===== src/rtl/wb_arbiter.sv =====
// rtl/wb_arbiter.sv - write-back arbiter merging ALU results and in-order load returns
// Optional same-cycle bypass ports are built when WB_BYPASS_EN is defined.
module wb_arbiter #(
    parameter int LDQ_DEPTH = 4,
    parameter int LDQ_AW    = 2
) (
    input  logic        clk,
    input  logic        rstd,
    input  logic        alu_valid,
    output logic        alu_ready,
    input  logic [4:0]  alu_wa,
    input  logic [31:0] alu_result,
    input  logic        ld_issue,
    output logic        ld_issue_ready,
    input  logic [4:0]  ld_issue_wa,
    input  logic [2:0]  ld_issue_funct3,
    input  logic [1:0]  ld_issue_addr_lo,
    input  logic        ld_rvalid,
    input  logic [31:0] ld_rdata,
    output logic [31:0] wr,
    output logic [4:0]  wa,
    output logic        wren,
    output logic [31:0] busy,
    output logic        ldq_err
`ifdef WB_BYPASS_EN
    ,
    input  logic [4:0]  ra1,
    input  logic [4:0]  ra2,
    output logic        byp1_hit,
    output logic [31:0] byp1_data,
    output logic        byp2_hit,
    output logic [31:0] byp2_data
`endif
);

    localparam logic [LDQ_AW:0] FULL_CNT = (LDQ_AW+1)'(LDQ_DEPTH);

    logic [4:0]        ldq_wa_q [LDQ_DEPTH];
    logic [4:0]        ldq_wa_d [LDQ_DEPTH];
    logic [2:0]        ldq_f3_q [LDQ_DEPTH];
    logic [2:0]        ldq_f3_d [LDQ_DEPTH];
    logic [1:0]        ldq_al_q [LDQ_DEPTH];
    logic [1:0]        ldq_al_d [LDQ_DEPTH];
    logic [LDQ_AW-1:0] wr_ptr_q, wr_ptr_d;
    logic [LDQ_AW-1:0] rd_ptr_q, rd_ptr_d;
    logic [LDQ_AW:0]   count_q, count_d;

    logic              skid_valid_q, skid_valid_d;
    logic [4:0]        skid_wa_q, skid_wa_d;
    logic [31:0]       skid_data_q, skid_data_d;

    logic [31:0]       wr_q, wr_d;
    logic [4:0]        wa_q, wa_d;
    logic              wren_q, wren_d;
    logic [31:0]       busy_q, busy_d;
    logic              ldq_err_q, ldq_err_d;

    logic              alu_fire;
    logic              issue_fire;
    logic              ld_pop;
    logic [4:0]        head_wa;
    logic [2:0]        head_f3;
    logic [1:0]        head_al;
    logic [7:0]        ld_byte;
    logic [15:0]       ld_half;
    logic [31:0]       ld_ext;

    always_comb begin
        alu_ready      = ~skid_valid_q;
        ld_issue_ready = (count_q != FULL_CNT);
        alu_fire       = alu_valid & alu_ready;
        issue_fire     = ld_issue & ld_issue_ready;
        ld_pop         = ld_rvalid & (count_q != '0);
    end

    // Little-endian lane extraction for the head load's data.
    always_comb begin
        head_wa = ldq_wa_q[rd_ptr_q];
        head_f3 = ldq_f3_q[rd_ptr_q];
        head_al = ldq_al_q[rd_ptr_q];
        case (head_al)
            2'd0:    ld_byte = ld_rdata[7:0];
            2'd1:    ld_byte = ld_rdata[15:8];
            2'd2:    ld_byte = ld_rdata[23:16];
            default: ld_byte = ld_rdata[31:24];
        endcase
        ld_half = head_al[1] ? ld_rdata[31:16] : ld_rdata[15:0];
        case (head_f3)
            3'b000:  ld_ext = {{24{ld_byte[7]}}, ld_byte};
            3'b001:  ld_ext = {{16{ld_half[15]}}, ld_half};
            3'b100:  ld_ext = {24'd0, ld_byte};
            3'b101:  ld_ext = {16'd0, ld_half};
            default: ld_ext = ld_rdata;
        endcase
    end

    always_comb begin
        wr_d         = wr_q;
        wa_d         = wa_q;
        wren_d       = 1'b0;
        skid_valid_d = skid_valid_q;
        skid_wa_d    = skid_wa_q;
        skid_data_d  = skid_data_q;
        busy_d       = busy_q;
        ldq_err_d    = ldq_err_q | (ld_rvalid & ~ld_pop);
        ldq_wa_d     = ldq_wa_q;
        ldq_f3_d     = ldq_f3_q;
        ldq_al_d     = ldq_al_q;
        wr_ptr_d     = wr_ptr_q;
        rd_ptr_d     = rd_ptr_q;
        count_d      = count_q;

        // A return owns the port; an ALU result accepted alongside it parks in the skid.
        if (ld_rvalid) begin
            if (ld_pop) begin
                wr_d            = ld_ext;
                wa_d            = head_wa;
                wren_d          = (head_wa != 5'd0);
                busy_d[head_wa] = 1'b0;
                rd_ptr_d        = rd_ptr_q + 1'b1;
            end
            if (alu_fire) begin
                skid_valid_d = 1'b1;
                skid_wa_d    = alu_wa;
                skid_data_d  = alu_result;
            end
        end else if (skid_valid_q) begin
            wr_d         = skid_data_q;
            wa_d         = skid_wa_q;
            wren_d       = (skid_wa_q != 5'd0);
            skid_valid_d = 1'b0;
        end else if (alu_fire) begin
            wr_d   = alu_result;
            wa_d   = alu_wa;
            wren_d = (alu_wa != 5'd0);
        end

        // Set after clear so a newer load to the same register keeps it busy.
        if (issue_fire) begin
            ldq_wa_d[wr_ptr_q] = ld_issue_wa;
            ldq_f3_d[wr_ptr_q] = ld_issue_funct3;
            ldq_al_d[wr_ptr_q] = ld_issue_addr_lo;
            wr_ptr_d           = wr_ptr_q + 1'b1;
            if (ld_issue_wa != 5'd0) begin
                busy_d[ld_issue_wa] = 1'b1;
            end
        end
        busy_d[0] = 1'b0;

        case ({issue_fire, ld_pop})
            2'b10:   count_d = count_q + 1'b1;
            2'b01:   count_d = count_q - 1'b1;
            default: count_d = count_q;
        endcase
    end

    always_ff @(posedge clk) begin
        if (rstd) begin
            wr_ptr_q     <= '0;
            rd_ptr_q     <= '0;
            count_q      <= '0;
            skid_valid_q <= 1'b0;
            skid_wa_q    <= 5'd0;
            skid_data_q  <= 32'd0;
            wr_q         <= 32'd0;
            wa_q         <= 5'd0;
            wren_q       <= 1'b0;
            busy_q       <= 32'd0;
            ldq_err_q    <= 1'b0;
        end else begin
            wr_ptr_q     <= wr_ptr_d;
            rd_ptr_q     <= rd_ptr_d;
            count_q      <= count_d;
            skid_valid_q <= skid_valid_d;
            skid_wa_q    <= skid_wa_d;
            skid_data_q  <= skid_data_d;
            wr_q         <= wr_d;
            wa_q         <= wa_d;
            wren_q       <= wren_d;
            busy_q       <= busy_d;
            ldq_err_q    <= ldq_err_d;
        end
    end

    // Entry payloads need no reset: the count alone says which slots are live.
    always_ff @(posedge clk) begin
        ldq_wa_q <= ldq_wa_d;
        ldq_f3_q <= ldq_f3_d;
        ldq_al_q <= ldq_al_d;
    end

    assign wr      = wr_q;
    assign wa      = wa_q;
    assign wren    = wren_q;
    assign busy    = busy_q;
    assign ldq_err = ldq_err_q;

`ifdef WB_BYPASS_EN
    assign byp1_hit  = wren_q & (wa_q == ra1) & (ra1 != 5'd0);
    assign byp1_data = wr_q;
    assign byp2_hit  = wren_q & (wa_q == ra2) & (ra2 != 5'd0);
    assign byp2_data = wr_q;
`endif

endmodule


===== config.mk =====
export PLATFORM = sky130hd
export DESIGN_NAME = wb_arbiter
export DESIGN_NICKNAME = d
export VERILOG_FILES = /design/src/rtl/wb_arbiter.sv
export SDC_FILE = /design/constraint.sdc
export NUM_CORES = 1
export LEC_CHECK = 0
export ABC_CLOCK_PERIOD_IN_PS = 2400
export CAP_MARGIN = 20
export CORE_ASPECT_RATIO = 1.1
export CORE_MARGIN = 2
export CORE_UTILIZATION = 55
export DETAILED_ROUTE_END_ITERATION = 7
export DONT_BUFFER_PORTS = 1
export PLACE_DENSITY = 0.78
export REMOVE_ABC_BUFFERS = 1
export SLEW_MARGIN = 20
export SYNTH_ARGS = -nofsm -noshare
export SYNTH_HDL_FRONTEND = slang
export SYNTH_SLANG_ARGS = --single-unit

===== constraint.sdc =====
create_clock -name clk -period 2.4 [get_ports clk]
set_input_delay 0.24 -clock clk [delete_from_list [all_inputs] [get_ports clk]]
set_output_delay 0.24 -clock clk [all_outputs]
set_load 0.02 [all_outputs]

Yosys cells after proc, flatten, opt, wreduce, memory -nomap -nowiden
Index checks and enable logic that the tools add are counted.
Storage, ports and cells
  register bits: 156
  input bits: 84
  logic and storage cells: 115
Operators by class
  add/subtract/negate cells: 4
  magnitude comparators: 7
  equal/unequal tests: 9
  multiplexer cells: 42
  bitwise operators: 13
  reductions and logical operators: 16
Operators by type and width (number)
  $mux 32: 8
  $pmux 32 s4: 1
  $mux 5: 7
  $and 32x32->32: 1
  $not 32->32: 1
  $or 32x32->32: 1
  $pmux 8 s3: 1
  $bwmux 20: 1
  $reduce_bool 5->1: 4
  $mux 16: 1
  $bwmux 12: 1
  $lt 5x6->1 const B: 2
  $bmux 5 s2: 1
  $demux 1 s5: 2
  $demux 5 s2: 1
  $ge 5x1->1 const B: 2
  $mux 3: 3
  $bwmux 8: 1
  $bmux 3 s2: 1
  $demux 3 s2: 1
  $eq 3x3->1 const B: 2
  $ge 3x3->1 const B: 2
  $mux 1: 6
  $mux 2: 3
  23 further kinds: 37

Longest topological paths before layout
Gate-level depths: netlist of the first run.
  depth in word-level cells: 15
  depth in mapped cells: 10
  gate-level depth less buffers: 9

Worst setup path before layout of the first run
OpenSTA, ideal clock, no wires.
  path type: reg-to-reg
  from: reg count_q[0]
  to: reg count_q[2]
  arrival: 2347 ps
  data required time: 2330 ps
  setup slack: -18 ps
  stages on the path, launching flop included: 10
  path buffers: 0
  period minus slack after synthesis: 2418 ps
  path through: dfxtp_1 -> or3b_1 -> and2_1 -> clkinv_1 -> ha_1 -> inv_1 -> fa_1 -> xor2_1 -> or3_1 -> a21oi_1
On the way
  cells in the longest elaborated chain, start to end: 4
  elaborated cells between the ends (all ways): 10
Ends and longest elaborated chain
  start, declared: line 46  | logic [LDQ_AW:0] count_q, count_d;
  start signal, assigned: line 173  | count_q <= count_d;
  $ne 3x3->1 (*): line 70  | ld_issue_ready = (count_q != FULL_CNT);
  named net ld_issue_ready: line 14  | output logic ld_issue_ready,
  $and 1x1->1 (*): line 72  | issue_fire = ld_issue & ld_issue_ready;
  $eq 2x1->1 or $eq 2x2->1 (tied branches): line 150  | case ({issue_fire, ld_pop})
  $pmux 3 s2 or $reduce_bool 2->1 (tied branches)
The timed path passes the listed nets; every way through them passes the cells marked *.
A chain may end at the register's enable or synchronous reset.

Worst setup path after layout of the first run
  from: reg rd_ptr_q[0]
  to: reg wr_q[12] (netlist: wr[12])
On the way
  cells in the longest elaborated chain, start to end: 9
  elaborated cells between the ends (all ways): 19
Ends and longest elaborated chain
  start, declared: line 45  | logic [LDQ_AW-1:0] rd_ptr_q, rd_ptr_d;
  start signal, assigned: line 172  | rd_ptr_q <= rd_ptr_d;
  $not 2->3 (implied by the code) (*): line 79, 80
  $bmux 2 s2: line 80  | head_al = ldq_al_q[rd_ptr_q];
  $mux 2 (implied by the code) (2 in a row): line 80
  $eq 2x2->1 (tied with other cells): line 81  | case (head_al)
  $pmux 8 s3: line 81
  $pmux 32 s4 (*): line 88  | case (head_f3)
  $mux 32 (*): line 115  | if (ld_pop) begin
  $mux 32 (*): line 114  | if (ld_rvalid) begin
  end signal, assigned: line 177  | wr_q <= wr_d;
  end, declared: line 52  | logic [31:0] wr_q, wr_d;
Mark *: on every way between the ends. The rest lies on a longest branch, timed or not. The select of a mux whose other input is x is not followed.

==> results of run 1 <==
-- cell usage after synthesis, drive strengths merged, types with 2 or more instances --
master,count
o31ai,2
xor2,4
and3,7
mux4,10
a221oi,22
nor4b,2
or2,2
nand3b,3
or4,2
nor3b,5
o311ai,9
nor2b,8
or3,3
edfxtp,40
a21boi,7
nor2,39
o21ai,53
mux2i,35
nand3,3
nand2,158
clkbuf,37
a21oi,82
clkinv,2
a211oi,9
dfxtp,115
o211ai,4
a22oi,16
buf,17
inv,7
nor3,14
a2111oi,7
or3b,2
ha,5
and3b,2
and2,2
nor4,8
mux2,18
nand2b,3
-- kinds of logic after synthesis --
kind of cell / count (synthesis) / share of synthesized area [%]
fa+ha+maj: 6 / 1.137
simple gates: 263 / 15.95
other cells: 1 / 0.05164
compound gates: 215 / 19.35
buf+inv: 63 / 3.791
xor+xnor: 5 / 0.6030
flops: 155 / 48.24
mux: 63 / 10.87
-- worst paths after layout --
kind | from | to | slack, ns | cells past startpoint
min | ld_issue_wa[0] | busy[4]$_SDFF_PP0_ | 0.007 | 3
max | rd_ptr_q[0]$_SDFFE_PP0P_ | wr[12]$_SDFFE_PP0P_ | 0.08 | 7
min reg2reg | skid_data_q[13]$_SDFFE_PP0P_ | skid_data_q[13]$_SDFFE_PP0P_ | 0.45 | 2
max reg2reg | rd_ptr_q[0]$_SDFFE_PP0P_ | wr[12]$_SDFFE_PP0P_ | 0.08 | 7
-- power by group through the flow --
stage / clock network (mW) / logic, mW / registers, mW
2_1_floorplan: 0 / 1.57 / 3.48
3_3_place_gp: 0 / 2.30 / 3.48
3_5_place_dp: 0 / 2.38 / 3.50
4_1_cts: 2.62 / 2.57 / 3.44
5_1_grt: 2.75 / 2.93 / 3.48
6_report: 2.60 / 2.69 / 3.45
-- sequential cells by signal, indices dropped and copies added, names as in the netlist, 3 cells and up --
signal and cells:
skid_wa_q 5, ldq_wa_q 20, busy 31, skid_data_q 32, ldq_al_q 8, wr 32, wa 5, ldq_f3_q 12
count_q 3
-- critical path: cells and delay by family, from the launching register on --
family | cells | cell delay [ns]
muxes | 1 | 0.53
and+or+nand+nor | 2 | 0.46
AOI/OAI and AO/OA | 2 | 0.44
DFF | 1 | 0.40
buffers and inverters | 2 | 0.39
-- placed cells by master (no fill, tap or decap), drive strengths merged, types with 8 or more instances in the layout --
cell type,n
nand2,158
dfxtp,115
a21oi,82
dlygate4sd3,54
o21ai,53
edfxtp,40
nor2,39
mux2i,35
buf,34
a221oi,22
inv,19
mux2,18
clkbuf,17
a22oi,16
nor3,14
mux4,10
o311ai,9
a211oi,9
nor4,8
nor2b,8
-- repair_timing --
| action | in CTS | in global routing |
|---|---|---|
| gates resized for setup | 5 | 13 |
| cloned | 0 | 0 |
| buffers inserted | 0 | 1 |
| endpoints found under the hold margin | 155 | 0 |
| hold buffers | 55 | 0 |
| endpoints found under the setup margin | 22 | 36 |
| pin swaps | 0 | 2 |
-- cell type report --
type,count,area share [%]
inverter,9,0.3874
sequential,155,40.21
multi-input combinational,553,40.67
clock inverter,15,1.621
timing repair buffer,88,9.930
tap,161,2.310
clock buffer,17,4.879
-- routing by layer --
| metal | track usage (%) | vias to the layer above | share of wire (%) |
|---|---|---|---|
| met5 | 0 | - | 0 |
| met4 | 13.20 | 0 | 3.1 |
| met3 | 7.153 | 49 | 9.1 |
| met2 | 48.12 | 335 | 50 |
| met1 | 34.44 | 3022 | 38 |
| li1 | - | 2916 | - |
==> run metrics, run 1 <==
outcome complete, no violations; setup TNS 0 ns; number of antenna violations at the first check in global routing 0; leading area contributor after synthesis dfxtp_1; die height 124.5 um; mapped cell area 7262 um2; Synth Flop Type dfxtp_1; Post-Route Utilization 66.83%; post-place setup slack -0.2156 ns; Seq/Total Area, Yosys 48.24%; NumNets Final 914; CTS tree done; Tot GR Track Use 28.66%; average cell area after synthesis 9.419 um2; clock buffer depth 2; Yosys reg bits 155; Tot Pwr 8.744 mW; max incr delay on CP 0.53 ns; Cell Pwr Density 1003 nW/um2; CP arrival 2.66 ns; Cells after Synth 771; DIE WIDTH 113.6 um; critical path startpoint category flip-flop; Worst setup EP type flip-flop; WS Path Type flip-flop to flip-flop; Clock Skews 0.007368 ns; sequential group share of total power 39.5%; H-tree Lvls 4; Sink Count 155; vias per inst 6.335; # port buffers 0; first-pass GRT wire length 32110 um; initial DRC count 657; final WL 20470 um; Post-Place Cells 910; Worst Path Required 2.74 ns; Initial Util 55.66%; Layout fillers 1005; Clk pwr share 29.7%; # diodes 0; top post-synthesis cells by area dfxtp_1 (32%), edfxtp_1 (17%), nand2_1 (8.2%); P_leak 3.062 nW; unique cell type count in the Yosys netlist 55; Worst slew margin 42.15%; Hold WS 0.007099 ns; final setup margin 0.08455 ns; Yosys warnings 0; ratio of cells with drive above 1 in the final layout 14.58%; HP Class primary input to flip-flop; WL/cell 20.51 um; Int Power 5.537 mW; via count 6322; Congestion Overflow GR 0; # setup viols final 0; P&R area growth vs syn 20.07%; Worst Path Max Fanout 15; area occupied by multi-input gates 3546 um2; FMAX 431.9 MHz; Comb pwr share 30.7%; fin cells 998; crit path max-delay cell type mux4_2; critical-path cell list buf_12 > mux4_2 > o21bai_1 > nor3_2 > nand2_1 > buf_4 > a211oi_1; Num CTS Buffers 17; Routed Antenna Nets 0; total of max-cap violations 0; io pins 157; Post-synth EDFFs 40; Slew Viols, Final 0; vias in the first global route 6319; DP Area 7492 um2; number of remaining DRC errors 0; Root Driver clkbuf_16; Clk pin slew, worst setup/hold paths 0.07 ns; Post-synth ARST share 0%; final hold violation count 0; RSZ-0062 raised after global routing yes; FP Rows 44; Storage cell area 3506 um2; worst-margin pin slew 0.8459 ns; core box area 13050 um2; DIE AREA 14140 um2; share of the synthesized area in the top cell type 31.70%; post-route minimum period 2.315 ns; Finished Cell Area 8720 um2; sw frac 36.68%; pin count of the biggest net entering global routing 108; gp weighted congestion 0.8564; Pre-antenna DRT Iters 5; Max rail drop VDD 0.6005 mV; crit share post-route 96.48%; Sw Pwr 3.207 mW; DP HPWL 13310 um; clock latency on the worst-skew pair 0.43 ns
Power figures use the tool's default switching activity.
==> run 2, diff against run 1 <==
--- a/config.mk
+++ b/config.mk
@@ -5,6 +5,7 @@
 export SDC_FILE = /design/constraint.sdc
 export NUM_CORES = 1
 export LEC_CHECK = 0
+export ABC_AREA = 1
 export ABC_CLOCK_PERIOD_IN_PS = 2400
 export CAP_MARGIN = 20
 export CORE_ASPECT_RATIO = 1.1
==> run 2 against run 1 <==
  * Via count grew 15%
  * Combinational power decreased by 13%
  * Cell count is 23% higher
  * Highest routed layer unchanged
  * First-iteration DRC count up 8.2%
  * Design area decreased by 0.88%
  * Die area grew 2.7%
  * Clock skew rose by 0.0056 ns
  * Largest cell class is now sequential cells
==> run metrics, run 2 <==
mapped cell area 7466 um2; FP Rows 44; CP arrival 2.48 ns; most common library cells after synthesis nand2_1 (259), a21oi_1 (143), nand3_1 (117); ratio of cells with drive above 1 in the final layout 7.029%; core box area 13210 um2; Clock Skews 0.01295 ns; share of the synthesized area in the top cell type 30.84%; Seq/Total Area, Yosys 46.92%; fin cells 1228; Clk pin slew, worst setup/hold paths 0.07 ns; die height 126.2 um; WS Path Type flip-flop to flip-flop; CTS tree done; Yosys reg bits 155; vias in the first global route 6827; DIE WIDTH 115.1 um; Congestion Overflow GR 0; final WL 21680 um; clock buffer depth 2; # diodes 0; Routed Antenna Nets 0; Yosys warnings 0; Max rail drop VDD 0.6111 mV; Post-synth EDFFs 40; top post-synthesis cells by area dfxtp_1 (31%), edfxtp_1 (16%), nand2_1 (13%); Worst Path Required 2.71 ns; outcome complete, no violations; first-pass GRT wire length 34060 um; pin count of the biggest net entering global routing 76; Root Driver clkbuf_16; Cells after Synth 1031; io pins 157; critical path startpoint category flip-flop; setup TNS 0 ns; total of max-cap violations 0; DP HPWL 13390 um; Pre-antenna DRT Iters 5; leading area contributor after synthesis dfxtp_1; WL/cell 17.65 um; post-route minimum period 2.168 ns; DIE AREA 14520 um2; r2r setup slk 0.23 ns; Worst slew margin 45.88%; # port buffers 0; P&R area growth vs syn 15.77%; Cell Pwr Density 981.0 nW/um2; Synth Flop Type dfxtp_1; gp weighted congestion 0.9080; HP Class primary input to flip-flop; worst-margin pin slew 0.8109 ns; worst reg2reg path depth 8; NumNets Final 1144; Critical Path Source rd_ptr_q[0]$_SDFFE_PP0P_; Layout fillers 1115; RSZ-0062 raised after global routing no; initial DRC count 711; Slew Viols, Final 0; P_leak 3.559 nW; vias per inst 5.927; most common cell after layout, fill and taps aside nand2_1; reg2reg start rd_ptr_q[0]$_SDFFE_PP0P_; FMAX 461.3 MHz; Post-Place Cells 1153; Worst setup EP type flip-flop; number of remaining DRC errors 0; FF-to-FF End busy[8]$_SDFF_PP0_; unique cell type count in the Yosys netlist 33; Sink Count 155; most instantiated library cell after synthesis nand2_1; average cell area after synthesis 7.241 um2; final hold violation count 0; # setup viols final 0; crit share post-route 90.32%; via count 7278; Critical Path Sink busy[8]$_SDFF_PP0_; Tot GR Track Use 29.73%; Initial Util 56.51%; Post-synth ARST share 0%; Worst Path Max Fanout 12; clock latency on the worst-skew pair 0.44 ns; number of antenna violations at the first check in global routing 0; H-tree Lvls 4; most frequent cells in the layout nand2_1 (259), a21oi_1 (143), nand3_1 (117); Num CTS Buffers 17
run 2: metrics by stage:
step	utilization, %	instance area, um2	total power [mW]	setup slack (ns)	hold WS [ns]
2_1_floorplan	-	7173	4.978	-1.218	0.3091
5_1_grt	65.42	8643	8.940	0.02158	0.02266
3_3_place_gp	57.36	7579	5.609	0.3046	0.3173
3_5_place_dp	57.36	7579	5.653	0.1862	0.3184
4_1_cts	65.36	8636	8.457	0.1459	0.0006319
6_report	65.42	8643	8.479	0.2322	0.005237
run 2: layer usage:
metal  up-vias  routed length [um]  track usage [%]
met1      3382                8341            35.90
li1       3483                   -                -
met3        50                2284            8.277
met5         -                   0                0
met2       363               10420            48.86
met4         0                 631            14.03
run 2: worst min-delay path by stage:
| stage | slack [ns] | cells past startpoint | from | end |
|---|---|---|---|---|
| after detailed placement | 0.32 | 1 | rstd | busy[21]$_SDFF_PP0_ |
| after CTS | 0.0006 | 2 | alu_result[19] | skid_data_q[19]$_SDFFE_PP0P_ |
| after global routing | 0.02 | 2 | alu_result[19] | skid_data_q[19]$_SDFFE_PP0P_ |
| after floorplan | 0.31 | 1 | rstd | busy[10]$_SDFF_PP0_ |
| after global placement | 0.32 | 1 | rstd | busy[16]$_SDFF_PP0_ |
| final | 0.005 | 2 | alu_result[19] | skid_data_q[19]$_SDFFE_PP0P_ |
run 2: cells by family after synthesis:
kind of cell,count (synthesis),share of synthesized area [%]
other,1,0.05023
adder cells (fa/ha/maj),6,1.106
AND/OR/NAND/NOR,459,25.96
flip-flops,155,46.92
AO/OA/AOI/OAI,261,17.68
buffers and inverters,149,8.279
run 2: cell type report:
type | count | area, um2 | area share, %
inverter | 86 | 325.3 | 3.764
sequential | 155 | 3505 | 40.55
multi-input combinational | 727 | 3362 | 38.90
tap | 161 | 201.4 | 2.331
clock inverter | 15 | 173.9 | 2.012
timing repair buffer | 67 | 650.6 | 7.528
clock buffer | 17 | 425.4 | 4.922
run 2: what timing repair did:
action,CTS,global route
hold endpoints to repair,125,0
hold buffers,43,0
setup buffers,0,0
setup endpoints to repair,0,19
gates resized for setup,0,1
run 2: worst max-delay path: stages, from the launching register on:
cell	delay, ns
dfxtp_1	0.56
inv_2	0.17
buf_4	0.22
nand2_1	0.07
nand3_1	0.08
nand2_1	0.18
nand3_1	0.33
o21ai_0	0.33
a21oi_1	0.11
run 2: power breakdown:
group	internal [mW]	leakage, nW	switching [mW]
clock network	1.49	0.299	1.23
logic	0.754	1.95	1.59
registers	2.99	1.31	0.424
==> run 3, diff against run 2 <==
--- a/config.mk
+++ b/config.mk
@@ -13,8 +13,7 @@
 export CORE_UTILIZATION = 55
 export DETAILED_ROUTE_END_ITERATION = 7
 export DONT_BUFFER_PORTS = 1
-export PLACE_DENSITY = 0.78
-export REMOVE_ABC_BUFFERS = 1
+export PLACE_DENSITY_LB_ADDON = 0.15
 export SLEW_MARGIN = 20
 export SYNTH_ARGS = -nofsm -noshare
 export SYNTH_HDL_FRONTEND = slang
==> run 3 against run 2 <==
  * Sequential share of layout area is 0.13 points higher
  * Cell count decreased by 0.16%
  * Die area stayed put
  * Wire length increased by 1.3%
  * Maximum frequency is 0.11% lower
  * Via count is 3.3% lower
  * Worst setup slack worse by 0.0024 ns
  * Clock power grew 6%
  * Hold slack improved by 0.0020 ns
  * First-iteration DRC count fell by 9.6%
  * Global-route usage grew 0.23 points
  * Total power rose by 2.0%
  * Critical path type unchanged
  * Critical endpoint is now wr[15]$_SDFFE_PP0P_
==> run metrics, run 3 (synthesis results as in run 2) <==
crit path max-delay cell type dfxtp_1; reg2reg start rd_ptr_q[1]$_SDFFE_PP0P_; Pre-antenna DRT Iters 6; Sink Count 155; most frequent cells in the layout nand2_1 (259), a21oi_1 (143), nand3_1 (117); Num CTS Buffers 17; worst-margin pin slew 0.7404 ns; FMAX 460.8 MHz; io pins 157; Worst Path Required 2.76 ns; syn nets 1121; number of remaining DRC errors 0; H-tree Lvls 4; Congestion Overflow GR 0; Post-Place Cells 1156; WS Path Type flip-flop to flip-flop; Worst Path Max Fanout 24; WL met1 9010 um; Cell Pwr Density 1004 nW/um2; gp weighted congestion 0.9752; # setup viols final 0; core box area 13210 um2; postcts setup bufs 0; Clk pin slew, worst setup/hold paths 0.06 ns; DIE WIDTH 115.1 um; Max rail drop VDD 0.6237 mV; Routed Antenna Nets 0; initial DRC count 643; Clock Skews 0.006698 ns; Tot Pwr 8.648 mW; fin cells 1226; final WL 21950 um; Tot GR Track Use 29.97%; NumNets Final 1142; setup TNS 0 ns; WL/cell 17.91 um; hold_sp alu_result[18]; RSZ-0062 raised after global routing no; most common cell after layout, fill and taps aside nand2_1; Worst slew margin 50.59%; vias in the first global route 6617; DIE AREA 14520 um2; FP Rows 44; metal3 WL 1735 um; die height 126.2 um; outcome complete, no violations; Initial Util 56.51%; clock buffer depth 2; critical path startpoint category flip-flop; most frequent CP cell nand3_1; HP Class primary input to flip-flop; final hold violation count 0; P_leak 3.552 nW; routed wl met2 10510 um; Layout fillers 1161; vias per inst 5.740; Slew Viols, Final 0; Worst setup EP type flip-flop; DP HPWL 14750 um; number of antenna violations at the first check in global routing 0; # diodes 0; Root Driver clkbuf_16; clock latency on the worst-skew pair 0.43 ns; pin count of the biggest net entering global routing 76; CP arrival 2.53 ns; ratio of cells with drive above 1 in the final layout 6.854%; # port buffers 0; critical-path cell list inv_2 > nand3_1 > nand2_2 > nand3_1 > nand3_4 > nand2_1 > nand3_1 > a21oi_1; post-route minimum period 2.170 ns; max incr delay on CP 0.60 ns; via count 7037; P&R area growth vs syn 15.35%; Critical Path Source rd_ptr_q[1]$_SDFFE_PP0P_; crit share post-route 90.43%; CTS tree done; highest routed metal layer met4; total of max-cap violations 0; first-pass GRT wire length 33820 um
[run 3: changes by cell type in the layout (fill, tap and decap cells not counted), sizes merged]
cell	previous run	this run
bufinv	1	4
buf	26	29
inv	96	87
clkinv	4	6
dlygate4sd3	41	36
clkbuf	17	21
[run 3: per-layer routing]
layer  vias to the layer above  GRT usage [%]
met4                         0          11.48
met2                       282          49.17
met5                         -              0
met3                        55          7.748
li1                       3463              -
met1                      3237          37.80
[run 3: final cells by class]
type                            instances  area [um2]  share of cell area [%]
Clock buffer                           21       461.7                   5.361
Multi-Input combinational cell        727        3359                   39.01
Tap cell                              161       201.4                   2.339
Clock inverter                         11       165.2                   1.918
Timing Repair Buffer                   65       595.6                   6.916
Inverter                               86       325.3                   3.777
Sequential cell                       155        3503                   40.68
[run 3: power breakdown]
group / internal [mW] / switching, mW
Clock: 1.80 / 1.07
Sequential: 2.99 / 0.418
Combinational: 0.753 / 1.62
Total: 5.55 / 3.10
[run 3: repair_timing]
| action | 4_1_cts | 5_1_grt |
|---|---|---|
| hold buffers | 38 | 0 |
| resized for setup | 0 | 1 |
| endpoints found under the setup margin | 0 | 24 |
| endpoints found under the hold margin | 118 | 0 |
[run 3: through the flow]
stage	hold WS (ns)	util, %	worst slack (ns)	instance area [um2]
6_report	0.007285	65.18	0.2298	8612
5_1_grt	0.004363	65.18	0.1087	8612
4_1_cts	0.001789	65.16	0.06903	8610
3_5_place_dp	0.3163	57.41	0.1200	7585
3_3_place_gp	0.3147	57.41	0.1582	7585
2_1_floorplan	0.3389	-	0.3266	7466
[run 3: critical path: cells and delay by family, from the launching register on]
kind                   cells  cell delay, ns
AO/OA/AOI/OAI              1            0.14
AND/OR/NAND/NOR            6            1.28
flip-flops                 1            0.60
buffers and inverters      1            0.07
[run 3: worst paths after layout]
check	cells after the start	end	slack (ns)
max reg2reg	8	wr[15]$_SDFFE_PP0P_	0.23
max	8	wr[15]$_SDFFE_PP0P_	0.23
min	2	skid_data_q[18]$_SDFFE_PP0P_	0.007
min reg2reg	2	skid_data_q[29]$_SDFFE_PP0P_	0.45
